===== config.mk =====
export PLATFORM = sky130hd
export DESIGN_NAME = fifo_wr_gen
export DESIGN_NICKNAME = d
export VERILOG_FILES = /design/src/rtl/fifo_wr_gen_pkg.sv /design/src/rtl/sync_ff.sv /design/src/rtl/fifo_wr_gen.sv
export SDC_FILE = /design/constraint.sdc
export NUM_CORES = 1
export LEC_CHECK = 0
export CORE_MARGIN = 1.5
export CORE_UTILIZATION = 59
export CTS_BUF_LIST = sky130_fd_sc_hd__clkbuf_8
export CTS_CLUSTER_DIAMETER = 50
export DETAILED_ROUTE_END_ITERATION = 12
export PLACE_DENSITY = 0.86
export SYNTH_ARGS = -nofsm -noshare
export SYNTH_HDL_FRONTEND = slang
export SYNTH_SLANG_ARGS = --single-unit

===== constraint.sdc =====
create_clock -name wr_clk -period 3.71 [get_ports wr_clk]
set_input_delay 0.5565 -clock wr_clk [delete_from_list [all_inputs] [get_ports wr_clk]]
set_output_delay 0.5565 -clock wr_clk [all_outputs]
set_load 0.05 [all_outputs]

===== src/rtl/fifo_wr_gen_pkg.sv =====
// Shared encodings and defaults for the FIFO write-side generator and its
// read-side checker.
package fifo_wr_gen_pkg;

    // Pattern select encodings
    localparam logic MODE_CNT  = 1'b0;
    localparam logic MODE_LFSR = 1'b1;

    // Write-side control states
    typedef enum logic [1:0] {
        IDLE  = 2'd0,
        ARM   = 2'd1,
        WRITE = 2'd2
    } state_e;

    // Default 8-bit Galois LFSR (x^8+x^6+x^5+x^4+1) and its start value
    localparam logic [7:0] LFSR_TAPS_DEF = 8'hB8;
    localparam logic [7:0] LFSR_SEED_DEF = 8'h01;

endpackage


===== src/rtl/sync_ff.sv =====
// N-stage single-bit synchroniser with asynchronous active-low reset.
// Shared by the write-side generator and the read-side checker.
module sync_ff #(
    parameter int STAGES = 2
) (
    input  logic clk_i,
    input  logic rst_ni,
    input  logic d_i,
    output logic q_o
);

    logic [STAGES-1:0] sync_q;

    // Shift the asynchronous input through the flop chain
    always_ff @(posedge clk_i or negedge rst_ni) begin
        if (!rst_ni) begin
            sync_q <= '0;
        end else begin
            sync_q <= {sync_q[STAGES-2:0], d_i};
        end
    end

    assign q_o = sync_q[STAGES-1];

endmodule


===== src/rtl/fifo_wr_gen.sv =====
// FIFO write-side traffic generator: waits for the FIFO to drain, then writes
// a burst of counter or LFSR data, stopping on burst count, almost_full/full,
// enable drop or write-reset busy. The data stream is continuous across bursts.
module fifo_wr_gen
    import fifo_wr_gen_pkg::*;
#(
    parameter int                DATA_W      = 8,
    parameter int                WRAP_VAL    = 254,
    parameter logic [DATA_W-1:0] LFSR_TAPS   = DATA_W'(LFSR_TAPS_DEF),
    parameter logic [DATA_W-1:0] LFSR_SEED   = DATA_W'(LFSR_SEED_DEF),
    parameter int                SYNC_STAGES = 2,
    parameter int                CNT_W       = 16
) (
    input  logic              wr_clk,
    input  logic              rst_n,
    input  logic              enable,
    input  logic              mode,
    input  logic [CNT_W-1:0]  burst_len,
    input  logic              empty,
    input  logic              almost_full,
    input  logic              full,
    input  logic              wr_rst_busy,
    output logic              fifo_wr_en,
    output logic [DATA_W-1:0] fifo_wr_data,
    output logic [CNT_W-1:0]  wr_count,
    output logic              burst_done,
    output logic              overflow_err
);

    // Only empty crosses domains; every other input is already on wr_clk
    logic empty_s;

    sync_ff #(
        .STAGES (SYNC_STAGES)
    ) u_empty_sync (
        .clk_i  (wr_clk),
        .rst_ni (rst_n),
        .d_i    (empty),
        .q_o    (empty_s)
    );

    state_e            state_q, state_d;
    logic              wr_en_q, wr_en_d;
    logic [DATA_W-1:0] data_q, data_d, data_next;
    logic [CNT_W-1:0]  cnt_q, cnt_d;
    logic [CNT_W-1:0]  blen_q, blen_d;
    logic              mode_q, mode_d;
    logic              done_q, done_d;
    logic              ovf_q, ovf_d;
    logic              start;
    logic              burst_last;

    // Counter pattern: 0..WRAP_VAL; anything at or above the wrap value
    // (e.g. after a width change) folds back to 0
    function automatic logic [DATA_W-1:0] cnt_next(input logic [DATA_W-1:0] v);
        if (v >= DATA_W'(WRAP_VAL)) begin
            return '0;
        end
        return v + DATA_W'(1);
    endfunction

    // Galois LFSR step; a zero state (left over from counter mode) reseeds
    // so the generator can never lock up
    function automatic logic [DATA_W-1:0] lfsr_next(input logic [DATA_W-1:0] v);
        if (v == '0) begin
            return LFSR_SEED;
        end
        return (v >> 1) ^ (v[0] ? LFSR_TAPS : '0);
    endfunction

    // The write currently on the port is the last one of a counted burst
    assign burst_last = (blen_q != '0) && (cnt_q == blen_q - CNT_W'(1));

    // Control FSM: next state, write enable, burst-done and burst latches
    always_comb begin
        state_d = state_q;
        wr_en_d = wr_en_q;
        done_d  = 1'b0;
        mode_d  = mode_q;
        blen_d  = blen_q;
        start   = 1'b0;
        case (state_q)
            IDLE: begin
                wr_en_d = 1'b0;
                if (enable && !wr_rst_busy) begin
                    state_d = ARM;
                end
            end
            ARM: begin
                wr_en_d = 1'b0;
                if (!enable) begin
                    state_d = IDLE;
                end else if (empty_s && !wr_rst_busy) begin
                    state_d = WRITE;
                    wr_en_d = 1'b1;
                    start   = 1'b1;
                    mode_d  = mode;
                    blen_d  = burst_len;
                end
            end
            WRITE: begin
                if (!enable) begin
                    // Operator stop: silent, no burst_done
                    wr_en_d = 1'b0;
                    state_d = IDLE;
                end else if (almost_full || full) begin
                    wr_en_d = 1'b0;
                    state_d = ARM;
                    done_d  = 1'b1;
                end else if (wr_en_q && burst_last) begin
                    wr_en_d = 1'b0;
                    state_d = ARM;
                    done_d  = 1'b1;
                end
            end
            default: begin
                wr_en_d = 1'b0;
                state_d = IDLE;
            end
        endcase
        // Write-reset busy overrides everything, in any state
        if (wr_rst_busy) begin
            state_d = IDLE;
            wr_en_d = 1'b0;
            done_d  = 1'b0;
        end
    end

    // Datapath: pattern advance on accepted writes, burst counter, overflow
    always_comb begin
        data_next = (mode_q == MODE_LFSR) ? lfsr_next(data_q) : cnt_next(data_q);
        data_d    = data_q;
        cnt_d     = cnt_q;
        if (start) begin
            // start only fires from ARM, where no write is in flight
            cnt_d = '0;
            if (mode != mode_q) begin
                data_d = (mode == MODE_LFSR) ? LFSR_SEED : '0;
            end
        end else if (wr_en_q) begin
            data_d = data_next;
            if (cnt_q != '1) begin
                cnt_d = cnt_q + CNT_W'(1);
            end
        end
        ovf_d = ovf_q | (wr_en_q & full);
    end

    // State and output registers
    always_ff @(posedge wr_clk or negedge rst_n) begin
        if (!rst_n) begin
            state_q <= IDLE;
            wr_en_q <= 1'b0;
            data_q  <= '0;
            cnt_q   <= '0;
            blen_q  <= '0;
            mode_q  <= MODE_CNT;
            done_q  <= 1'b0;
            ovf_q   <= 1'b0;
        end else begin
            state_q <= state_d;
            wr_en_q <= wr_en_d;
            data_q  <= data_d;
            cnt_q   <= cnt_d;
            blen_q  <= blen_d;
            mode_q  <= mode_d;
            done_q  <= done_d;
            ovf_q   <= ovf_d;
        end
    end

    assign fifo_wr_en   = wr_en_q;
    assign fifo_wr_data = data_q;
    assign wr_count     = cnt_q;
    assign burst_done   = done_q;
    assign overflow_err = ovf_q;

endmodule


==> results.yml <==
floorplanning:
  floorplan.core_area_sq_mm: 0.00472
  die_footprint_sq_mm: 0.00535
  initial_utilization: 0.614
  chipHeight_um: 73.1
  pin_count: 51
  std_cell_rows: 25
  fp.dieW_um: 73.1
sta:
  setup_total_negative_slack_ns: 0
  slew_viol_final: 0
  finalSetupViolCount: 0
  period_share: 0.705
  worst_slew_margin_rel: 0.280
  maximum_frequency_from_static_timing_analysis_ghz: 0.383
  finalHoldViolCount: 0
  postLayoutSetupSlackWorst_ns: 1.10
  min_period_ns: 2.61
  rsz0062_at_grt: "false"
  worst_slew_pin_slew_ns: 1.08
  final_worst_clock_skew_ns: 0.00567
finish:
  final.fill_count: 353
  post-route-cell-area_sq_mm: 0.00358
  finalNonFillerCells: 432
  drive_above_1_share: 0.0685
  area_growth_syn_to_layout_pct: 23.5
  final_net_count: 393
  final-seq-area_sq_mm: 0.00120
  insertedDiodeCount: 0
  multi_input_area_sq_mm: 0.00160
yosys:
  postSynthCellCount: 322
  yosys_warnings: 0
  synth-seq-area-share: 0.414
  synth.ff_latch_count: 48
  post_synth_num_cell_types: 59
  ys_async_sr_fraction: 1.00
  post_synth_main_area_contributors: "sky130_fd_sc_hd__dfrtp_1, sky130_fd_sc_hd__nand2_1, sky130_fd_sc_hd__xnor2_1"
  synth_commonest_cells: "sky130_fd_sc_hd__nand2_1, sky130_fd_sc_hd__dfrtp_1, sky130_fd_sc_hd__nor2_1, sky130_fd_sc_hd__xnor2_1"
  synthesis.area_per_instance_sq_um: 9.01
  post-synth-top-area-fraction: 0.414
  synth_top_cell_by_area: "sky130_fd_sc_hd__dfrtp_1"
  leading_register_cell_type_out_of_synthesis: "sky130_fd_sc_hd__dfrtp_1"
  synth_edf_count: 0
  yosysMostFrequentCell: "sky130_fd_sc_hd__nand2_1"
  net_count_synth: 351
  netlist_area_sq_mm: 0.00290
pwr:
  design_power_total_mw: 2.39
  peakVddDrop_v: 0.000365
  pwr_density_cell_mw_per_mm2: 666
  static-leakage-power_nw: 1.52
clock_tree:
  clk_root_buffer_cell: "sky130_fd_sc_hd__clkbuf_8"
  cts_buffer_depth: 2
  clock_latency_ns: 0.30
  tritoncts_num_sinks: 48
  cts_made_buffers: 5
  ctsHoldBuffers: 0
  h_tree_levels: 2
  cts_resized: 0
  post_cts.repair.setup_buffers: 0
  clk_pin_slew_ns: 0.09
  tritoncts: "built"
global_routing:
  globalRoute.totalOverflow: 0
  antenna_found_initial: 0
  grt_usage: 0.275
  grt_pass1_vias: 2462
  grt_max_degree: 49
  grt_first_pass_wirelength_um: 11300
setup_path:
  rr_startpoint: "blen_q[0]"
  worst-setup-path-type: "flop to flop"
  cells_on_worst_reg2reg_path: 9
  critical_path.reg2reg.endpoint: "fifo_wr_en"
  data_required_critical_path_ns: 3.91
  ff2ff_setup_slack_ns: 1.10
  setup.worst_path.start_class: "flop"
  critPathCaptureType: "flop"
  crit_fanout: 5
  critPathArrivalTime_ns: 2.82
  worst_setup_path_startpoint: "blen_q[0]"
route:
  post_drt_via_cell_ratio: 5.93
  detail-route-antenna-nets: 0
  overall_via_count_from_detail_route: 2561
  postRouteWirelength_um: 7040
  drt_first_pass_iters: 4
  route.detailed.drc: 0
  detailedRoute.firstIterationViolations: 183
  wl_per_cell_um: 16.3
place:
  place_ws_ns: 1.10
  number_of_input_and_output_port_buffers_inserted: 50
  placedCellCount: 424
  post_dp_cell_area_sq_mm: 0.00342
  place_congestion: 0.866
  place_hpwl_um: 4810
status:
  outcome: "complete, no violations"
hold_path:
  min-delay-start: "u_empty_sync.sync_q[0]"
  hold_path_end: "u_empty_sync.sync_q[1]"
  timing.hold.worst.class: "flop to flop"
  min_path_cells: 0
flow_run:
  maxCapViolCount: 0
## sequential cells by signal, summed over array words and instances (netlist names)
signal / flops
blen_q: 16
u_empty_sync.sync_q: 2
burst_done: 1
wr_count: 16
fifo_wr_data: 8
mode_q: 1
fifo_wr_en: 1
state_q: 2
overflow_err: 1
## how the worst max path moves through the flow
stage                      endpoint  slack, ns  depth (start not counted)
floorplan              wr_count[10]       1.45                          9
global placement    fifo_wr_data[0]       1.13                          6
detailed placement  fifo_wr_data[0]       1.10                          6
CTS                      fifo_wr_en       1.15                          9
global route             state_q[1]       0.96                          9
finish                   fifo_wr_en       1.10                          9
## area by class of cell
class / count / share of cell area
clock buffer: 5 / 0.0192
clock inverter: 3 / 0.0251
inverter: 10 / 0.0105
multi-input combinational: 248 / 0.446
sequential: 48 / 0.335
tap: 67 / 0.0234
timing repair buffer: 51 / 0.140
## stage by stage
step | util | hold slack (ns)
after floorplan | - | 0.261
after global placement | 0.725 | 0.337
after detailed placement | 0.725 | 0.348
after CTS | 0.758 | 0.370
after global routing | 0.758 | 0.378
final | 0.758 | 0.365
## metal layers
metal	GRT usage	part of all wire	vias up	routed length [um]
met5	0	0	-	0
met4	0.0985	0.017	0	118
met3	0.0566	0.058	14	409
met2	0.461	0.50	97	3500
met1	0.350	0.43	1239	3010
li1	-	-	1211	-
## report_power, final
part | total, mW | switching [mW] | leakage (nW) | internal (mW)
sequential | 0.885 | 0.248 | 0.617 | 0.638
combinational | 0.984 | 0.573 | 0.825 | 0.411
clock | 0.517 | 0.181 | 0.0784 | 0.337
## cell usage in the layout, fill, tap and decap left out, drive strengths merged, types with 4 or more instances in the layout
cell | netlist | final
ha | 5 | 5
o22ai | 4 | 4
nand4 | 8 | 8
o21ai | 17 | 17
nor4 | 4 | 4
a21oi | 12 | 12
dfrtp | 48 | 48
nor2 | 22 | 22
nand2 | 58 | 58
inv | 10 | 10
mux2i | 4 | 4
nor3 | 9 | 9
or3 | 6 | 6
xnor2 | 20 | 20
clkbuf | 12 | 5
nand3 | 13 | 13
a22o | 4 | 4
nor2b | 5 | 5
xor2 | 16 | 16
clkdlybuf4s50 | 0 | 49
and3 | 4 | 4
## critical path, cell delays in order, from the launching register on
cell and delay [ns]:
sky130_fd_sc_hd__dfrtp_1 0.47, sky130_fd_sc_hd__inv_1 0.11, sky130_fd_sc_hd__ha_1 0.31, sky130_fd_sc_hd__xnor2_1 0.13, sky130_fd_sc_hd__a21oi_1 0.15, sky130_fd_sc_hd__o2111ai_1 0.17
sky130_fd_sc_hd__a211o_1 0.33, sky130_fd_sc_hd__nor4_2 0.34, sky130_fd_sc_hd__a311oi_2 0.23, sky130_fd_sc_hd__a31o_1 0.27
## cells by family (layout without fill, tap and decap cells)
group	after synthesis	in the layout	synth area share
AO/OA/AOI/OAI	57	57	0.135
XOR/XNOR	36	36	0.109
adder cells (fa/ha/maj)	5	5	0.0216
buffers and inverters	26	69	0.0349
flip-flops	48	48	0.414
multiplexers	5	5	0.0177
AND/OR/NAND/NOR	145	145	0.267
Power figures use the tool's default switching activity.
